$ cat src/rtl/alu_seq_pkg.sv
// rtl/alu_seq_pkg.sv - opcodes, flag-mask indices and FSM states for alu_seq (divider enabled by ALU_SEQ_DIV_EN)
package alu_seq_pkg;

   localparam logic [3:0] OP_AND = 4'h0;
   localparam logic [3:0] OP_OR  = 4'h1;
   localparam logic [3:0] OP_XOR = 4'h2;
   localparam logic [3:0] OP_LSL = 4'h3;
   localparam logic [3:0] OP_LSR = 4'h4;
   localparam logic [3:0] OP_ASR = 4'h5;
   localparam logic [3:0] OP_CSL = 4'h6;
   localparam logic [3:0] OP_ADD = 4'h7;
   localparam logic [3:0] OP_SUB = 4'h8;
   localparam logic [3:0] OP_NEG = 4'h9;
   localparam logic [3:0] OP_NOT = 4'hA;
   localparam logic [3:0] OP_MUL = 4'hB;
   localparam logic [3:0] OP_DIV = 4'hC;
   localparam logic [3:0] OP_MOD = 4'hD;
   localparam logic [3:0] OP_TRA = 4'hE;
   localparam logic [3:0] OP_TRB = 4'hF;

   // bit positions inside the 4-bit update mask control[7:4] = {N,Z,C,V}
   localparam int UPD_N = 3;
   localparam int UPD_Z = 2;
   localparam int UPD_C = 1;
   localparam int UPD_V = 0;

   typedef enum logic [1:0] {
      IDLE = 2'd0,
      EXEC = 2'd1,
      ITER = 2'd2
   } state_t;

   // Opcodes that go through the iterative unit; DIV/MOD only when the divider exists.
   function automatic logic is_iter(input logic [3:0] op);
`ifdef ALU_SEQ_DIV_EN
      return (op == OP_MUL) || (op == OP_DIV) || (op == OP_MOD);
`else
      return (op == OP_MUL);
`endif
   endfunction

endpackage

$ cat src/rtl/alu_iter_muldiv.sv
// rtl/alu_iter_muldiv.sv - shift-add multiplier with optional restoring divider (ALU_SEQ_DIV_EN)
module alu_iter_muldiv
   import alu_seq_pkg::*;
#(
   parameter int WIDTH = 16
) (
   input  logic             clock,
   input  logic             reset_n,
   input  logic             load,
`ifdef ALU_SEQ_DIV_EN
   input  logic             div_sel,
`endif
   input  logic [WIDTH-1:0] a,
   input  logic [WIDTH-1:0] b,
   output logic             fin,
   output logic [WIDTH-1:0] lo,
   output logic [WIDTH-1:0] hi
);

   localparam int CW = $clog2(WIDTH) + 1;

   logic [CW-1:0]    cnt;
   logic [WIDTH-1:0] opnd;
   logic [WIDTH-1:0] hi_nx;
   logic [WIDTH-1:0] lo_nx;
   logic [WIDTH:0]   sum;
`ifdef ALU_SEQ_DIV_EN
   logic             div_q;
   logic [WIDTH:0]   rem_sh;
   logic [WIDTH-1:0] rem_diff;
   logic             rem_ge;
`endif

   assign fin = (cnt == '0);

   // One iteration step: mul adds-then-shifts {hi,lo} right, div shifts left and trial-subtracts.
   always_comb begin
      sum   = {1'b0, hi} + (lo[0] ? {1'b0, opnd} : '0);
      hi_nx = sum[WIDTH:1];
      lo_nx = {sum[0], lo[WIDTH-1:1]};
`ifdef ALU_SEQ_DIV_EN
      rem_sh   = {hi, lo[WIDTH-1]};
      rem_ge   = (rem_sh >= {1'b0, opnd});
      rem_diff = rem_sh[WIDTH-1:0] - opnd;
      if (div_q) begin
         hi_nx = rem_ge ? rem_diff : rem_sh[WIDTH-1:0];
         lo_nx = {lo[WIDTH-2:0], rem_ge};
      end
`endif
   end

   // Load operands on issue, then run exactly WIDTH steps.
   always_ff @(posedge clock or negedge reset_n) begin
      if (!reset_n) begin
         cnt  <= '0;
         hi   <= '0;
         lo   <= '0;
         opnd <= '0;
`ifdef ALU_SEQ_DIV_EN
         div_q <= 1'b0;
`endif
      end else if (load) begin
         cnt <= CW'(WIDTH);
         hi  <= '0;
`ifdef ALU_SEQ_DIV_EN
         div_q <= div_sel;
         lo    <= div_sel ? a : b;
         opnd  <= div_sel ? b : a;
`else
         lo   <= b;
         opnd <= a;
`endif
      end else if (cnt != '0) begin
         cnt <= cnt - CW'(1);
         hi  <= hi_nx;
         lo  <= lo_nx;
      end
   end

endmodule

$ cat src/rtl/alu_seq.sv
// rtl/alu_seq.sv - handshaked WIDTH-bit ALU with registered NZCV flags (DIV/MOD enabled by ALU_SEQ_DIV_EN)
module alu_seq
   import alu_seq_pkg::*;
#(
   parameter int WIDTH = 16
) (
   input  logic             clock,
   input  logic             reset_n,
   input  logic             start,
   input  logic [7:0]       control,
   input  logic [WIDTH-1:0] in_a,
   input  logic [WIDTH-1:0] in_b,
   output logic             busy,
   output logic             done,
   output logic [WIDTH-1:0] result,
   output logic             N,
   output logic             Z,
   output logic             C,
   output logic             V
);

   localparam int SHW = $clog2(WIDTH);

   state_t           state;
   state_t           state_nx;
   logic             accept;
   logic             finish;
   logic [WIDTH-1:0] a_q;
   logic [WIDTH-1:0] b_q;
   logic [3:0]       op_q;
   logic [3:0]       mask_q;
   logic             it_fin;
   logic [WIDTH-1:0] it_lo;
   logic [WIDTH-1:0] it_hi;

   logic [SHW-1:0]   sh;
   logic [SHW-1:0]   shm1;
   logic [SHW-1:0]   rsh;
   logic             zero_amt;
   logic             in_range;
   logic [WIDTH-1:0] lsl_t;
   logic [WIDTH-1:0] lsr_t;
   logic [WIDTH-1:0] asr_t;
   logic [WIDTH-1:0] rot;
   logic [WIDTH:0]   sum;
   logic [WIDTH-1:0] diff;
   logic [WIDTH-1:0] res;
   logic             c_out;
   logic             v_out;

   alu_iter_muldiv #(.WIDTH(WIDTH)) u_iter (
      .clock   (clock),
      .reset_n (reset_n),
      .load    (accept),
`ifdef ALU_SEQ_DIV_EN
      .div_sel (control[3:0] != OP_MUL),
`endif
      .a       (in_a),
      .b       (in_b),
      .fin     (it_fin),
      .lo      (it_lo),
      .hi      (it_hi)
   );

   // FSM state register
   always_ff @(posedge clock or negedge reset_n) begin
      if (!reset_n) state <= IDLE;
      else          state <= state_nx;
   end

   // Next state; a start seen while done is still high waits one cycle
   always_comb begin
      state_nx = state;
      accept   = 1'b0;
      finish   = 1'b0;
      case (state)
         IDLE: begin
            if (start && !done) begin
               accept   = 1'b1;
               state_nx = is_iter(control[3:0]) ? ITER : EXEC;
            end
         end
         EXEC: begin
            finish   = 1'b1;
            state_nx = IDLE;
         end
         ITER: begin
            if (it_fin) begin
               finish   = 1'b1;
               state_nx = IDLE;
            end
         end
         default: state_nx = IDLE;
      endcase
   end

   assign busy = (state != IDLE);

   // Capture operands and control at issue
   always_ff @(posedge clock or negedge reset_n) begin
      if (!reset_n) begin
         a_q    <= '0;
         b_q    <= '0;
         op_q   <= '0;
         mask_q <= '0;
      end else if (accept) begin
         a_q    <= in_a;
         b_q    <= in_b;
         op_q   <= control[3:0];
         mask_q <= control[7:4];
      end
   end

   // Result and carry/overflow of the latched operation
   always_comb begin
      sh       = b_q[SHW-1:0];
      shm1     = sh - SHW'(1);
      rsh      = SHW'(0) - sh;
      zero_amt = (b_q == '0);
      in_range = ((b_q >> SHW) == '0);
      // pre-shift by amount-1 so the last bit shifted out sits at an edge bit
      lsl_t    = a_q << shm1;
      lsr_t    = a_q >> shm1;
      asr_t    = $signed(a_q) >>> shm1;
      rot      = (a_q << sh) | (a_q >> rsh);
      sum      = {1'b0, a_q} + {1'b0, b_q};
      diff     = a_q - b_q;
      res      = '0;
      c_out    = 1'b0;
      v_out    = 1'b0;
      case (op_q)
         OP_AND: res = a_q & b_q;
         OP_OR:  res = a_q | b_q;
         OP_XOR: res = a_q ^ b_q;
         OP_LSL: begin
            if (zero_amt) res = a_q;
            else if (in_range) begin
               res   = {lsl_t[WIDTH-2:0], 1'b0};
               c_out = lsl_t[WIDTH-1];
            end
         end
         OP_LSR: begin
            if (zero_amt) res = a_q;
            else if (in_range) begin
               res   = {1'b0, lsr_t[WIDTH-1:1]};
               c_out = lsr_t[0];
            end
         end
         OP_ASR: begin
            if (zero_amt) res = a_q;
            else if (in_range) begin
               res   = {asr_t[WIDTH-1], asr_t[WIDTH-1:1]};
               c_out = asr_t[0];
            end else begin
               res   = {WIDTH{a_q[WIDTH-1]}};
               c_out = a_q[WIDTH-1];
            end
         end
         OP_CSL: begin
            res   = rot;
            c_out = zero_amt ? 1'b0 : rot[0];
         end
         OP_ADD: begin
            res   = sum[WIDTH-1:0];
            c_out = sum[WIDTH];
            v_out = (a_q[WIDTH-1] == b_q[WIDTH-1]) && (sum[WIDTH-1] != a_q[WIDTH-1]);
         end
         OP_SUB: begin
            res   = diff;
            c_out = (a_q < b_q);
            v_out = (a_q[WIDTH-1] != b_q[WIDTH-1]) && (diff[WIDTH-1] != a_q[WIDTH-1]);
         end
         OP_NEG: begin
            res   = -a_q;
            v_out = (a_q == {1'b1, {(WIDTH-1){1'b0}}});
         end
         OP_NOT: res = ~a_q;
         OP_MUL: begin
            res   = it_lo;
            c_out = |it_hi;
         end
`ifdef ALU_SEQ_DIV_EN
         OP_DIV: begin
            res   = it_lo;
            v_out = (b_q == '0);
         end
         OP_MOD: begin
            res   = it_hi;
            v_out = (b_q == '0);
         end
`endif
         OP_TRA: res = a_q;
         OP_TRB: res = b_q;
         default: res = '0;
      endcase
   end

   // Publish result, masked flags and the done pulse
   always_ff @(posedge clock or negedge reset_n) begin
      if (!reset_n) begin
         done   <= 1'b0;
         result <= '0;
         N      <= 1'b0;
         Z      <= 1'b0;
         C      <= 1'b0;
         V      <= 1'b0;
      end else begin
         done <= finish;
         if (finish) begin
            result <= res;
            if (mask_q[UPD_N]) N <= res[WIDTH-1];
            if (mask_q[UPD_Z]) Z <= (res == '0);
            if (mask_q[UPD_C]) C <= c_out;
            if (mask_q[UPD_V]) V <= v_out;
         end
      end
   end

endmodule

$ cat config.mk
export PLATFORM = sky130hd
export DESIGN_NAME = alu_seq
export DESIGN_NICKNAME = d
export VERILOG_FILES = /design/src/rtl/alu_seq_pkg.sv /design/src/rtl/alu_iter_muldiv.sv /design/src/rtl/alu_seq.sv
export SDC_FILE = /design/constraint.sdc
export NUM_CORES = 1
export LEC_CHECK = 0
export ABC_AREA = 0
export ABC_CLOCK_PERIOD_IN_PS = 4650
export BUFFER_PORTS_ARGS = -buffer_cell sky130_fd_sc_hd__buf_2
export CAP_MARGIN = 30
export CORE_UTILIZATION = 49
export CTS_CLUSTER_DIAMETER = 60
export DETAILED_ROUTE_END_ITERATION = 8
export PLACE_DENSITY = 0.66
export SYNTH_ARGS = -nofsm -noshare
export SYNTH_HDL_FRONTEND = slang
export SYNTH_SLANG_ARGS = --single-unit
$ cat constraint.sdc
create_clock -name clock -period 4.65 [get_ports clock]
set_clock_uncertainty 0.1 [all_clocks]
set_input_delay 0.93 -clock clock [delete_from_list [all_inputs] [get_ports clock]]
set_output_delay 0.93 -clock clock [all_outputs]
set_load 0.005 [all_outputs]
==> metrics.txt <==
register area share after synthesis 0.2194; Nets 1591; pin count of the biggest net entering global routing 76; Fin Setup TNS 0 ps; CTS root buf clkbuf_16; die height 154.6 µm; gpl congestion 1.096; Hold Path Class input port to asynchronous set/reset pin; Slew @ Worst Pin 1127 ps; number of flops mapped to enable cells by yosys 0; initial antenna violation count 1; most frequent CP cell nand4_1; initial core utilization 0.5021; DRC 0; GRT overflow 0; status complete, no violations; CP Data Required Time 4810 ps; Total Routing Usage GR 0.4190; unrepaired setup endpoints after global routing no; Syn Nets 1557; Largest stage delay, worst path 510 ps; core area 22710 µm²; CTS HTree Levels 3; share of cells above drive strength 1 0.1671; synthesized instance count 1439; fill count 2188; Post-Syn Area per Cell 7.925 µm²; Slew headroom 0.2421; WP data arrival 4410 ps; met1 GRT Util 0.5714; DR pass1 iterations 6; count of pins over their slew limit 0; predominant post-synthesis flop cell dfrtp_1; Netlist cell types 91; Skew-Pair Late Insertion Delay 370 ps; crit-path max FO 6; Worst Setup End Kind flip-flop; worst-case clock buffer depth 2; met3 Usage GRT 0.08406; vias in the first global route 11560; PortBufs 64; io pins 65; Hold Fails Final Rpt 0; Final setup viols 0; critical path cell sequence inv_1 > ha_1 > inv_1 > fa_1 > nand2b_1 > a21oi_1 > o21a_1 > o21ai_0 > nand4_1 > nor4b_2 > buf_4 > nand4_1 > nor4_2 > nand4_1 > o41ai_2; Die Footprint 23890 µm²; post-route minimum period 4252 ps; Row Count 55; Layout area overhead 9.568%; Worst setup SP type flip-flop; CTS tree yes; global route hottest layer met2; first-pass GRT wire length 74.11 mm; clock sinks 100; Max Cap Viol 0; Detailed Place HPWL 37.12 mm; synth warn 0; Setup CP Type flip-flop to flip-flop; antenna viol nets, final 0; vias per cell 6.910; clock slew at reported path FFs 80 ps; met2 Track Usage GR 0.6234; Die W 154.6 µm; Post-synth ARST share 1.000; Post-CTS Hold Fix Bufs 0; Avg WL per Cell 27.80 µm; wirelength, routed 49.04 mm; most frequent cells in the layout 164 x nand2_1, 116 x nor2_1, 110 x a21oi_1, 105 x o21ai_0, 99 x dfrtp_1; CTS Buf Count 9; Yosys reg bits 100; via count 12190; Crit-path slowest cell o21ai_0; Final period util 0.9145; maximum clock frequency 0.2352 GHz; most common cell after layout, fill and taps aside nand2_1; DRT iter0 DRCs 1668; Netlist Area Pre-Place 11400 µm²
worst max-delay path: cells and delay by family (launching register included):
| family | cells | cell delay (ps) |
|---|---|---|
| flops | 1 | 400 |
| compound gates | 4 | 1110 |
| fa+ha+maj | 2 | 660 |
| simple gates | 6 | 1390 |
| buf+inv | 3 | 500 |
per-stage QoR:
| step | hold WS (ps) | std cells | utilization | worst slack, ps | area, µm² |
|---|---|---|---|---|---|
| after floorplan | 349.6 | 1439 | - | 714.4 | 11400 |
| after global placement | 365.9 | 1746 | 0.5364 | 464.9 | 12180 |
| after detailed placement | 382.6 | 1746 | 0.5364 | 447.8 | 12180 |
| after CTS | 392.9 | 1762 | 0.5486 | 426.6 | 12460 |
| after global routing | 239.2 | 1764 | 0.5502 | 213.8 | 12490 |
| final | 247.5 | 1764 | 0.5502 | 397.7 | 12490 |
per-layer routing:
metal / routed length [µm] / part of all wire
met5: 0 / 0
met4: 3017 / 0.062
met3: 5374 / 0.11
met2: 21010 / 0.43
met1: 19640 / 0.40
cell families after synthesis:
group / count (synthesis) / synth area share
flip-flops: 100 / 0.2194
XOR/XNOR: 40 / 0.03138
adder cells (fa/ha/maj): 75 / 0.08427
AO/OA/AOI/OAI: 435 / 0.2491
multiplexers: 104 / 0.1328
AND/OR/NAND/NOR: 501 / 0.2138
buffers and inverters: 184 / 0.06923
cells in the mapped netlist, types with 18 or more instances:
cell type	n	area share
a211oi_1	19	0.013
a21oi_1	110	0.048
a22oi_1	20	0.013
a31oi_1	25	0.014
and2_1	24	0.013
buf_2	18	0.0079
clkbuf_1	85	0.028
dfrtp_1	100	0.22
ha_1	72	0.079
inv_1	60	0.020
mux2_2	18	0.018
mux2i_1	50	0.044
mux4_2	36	0.071
nand2_1	164	0.054
nand3_1	42	0.018
nand4_1	20	0.011
nor2_1	117	0.039
nor3_1	36	0.016
o21ai_0	105	0.046
o22ai_1	18	0.0099
xnor2_1	31	0.024
area by class of cell:
cell class | count | area, µm² | share of cell area
multi-input cells | 1155 | 8145 | 0.6519
flip-flops and latches | 100 | 2504 | 0.2004
repair buffers | 145 | 975.9 | 0.07811
well taps | 285 | 356.6 | 0.02854
clock buffers | 11 | 242.7 | 0.01943
inverters | 62 | 232.7 | 0.01863
clock inverters | 5 | 35.03 | 0.002804
diodes | 1 | 2.502 | 0.0002003
state kept, by name, summed over array words and instances (netlist names), 2 cells and up:
| signal | count |
|---|---|
| u_iter.lo | 16 |
| u_iter.opnd | 16 |
| result | 16 |
| b_q | 16 |
| mask_q | 4 |
| state | 2 |
| op_q | 4 |
| u_iter.hi | 16 |
| u_iter.cnt | 5 |
repair_timing:
item / CTS / global route
gates resized for setup: 0 / 1
endpoints found under the hold margin: 0 / 0
buffers inserted: 0 / 0
endpoints found under the setup margin: 0 / 1
path summary, 6_finish.rpt:
path	from	endpoint	slack [ps]	depth (start not counted)
hold reg to reg	mask_q[0]	V	390	1
hold / removal	reset_n	u_iter.cnt[2]	250	1
max in group asynchronous	reset_n	result[3]	3220	3
setup / recovery	u_iter.opnd[0]	Z	400	15
min in group clock	mask_q[0]	V	390	1
setup reg to reg	u_iter.opnd[0]	Z	400	15
Power is left out: the tool's default activity adds up to more than one toggle a clock period on the data nets, which glitch-free logic cannot reach.
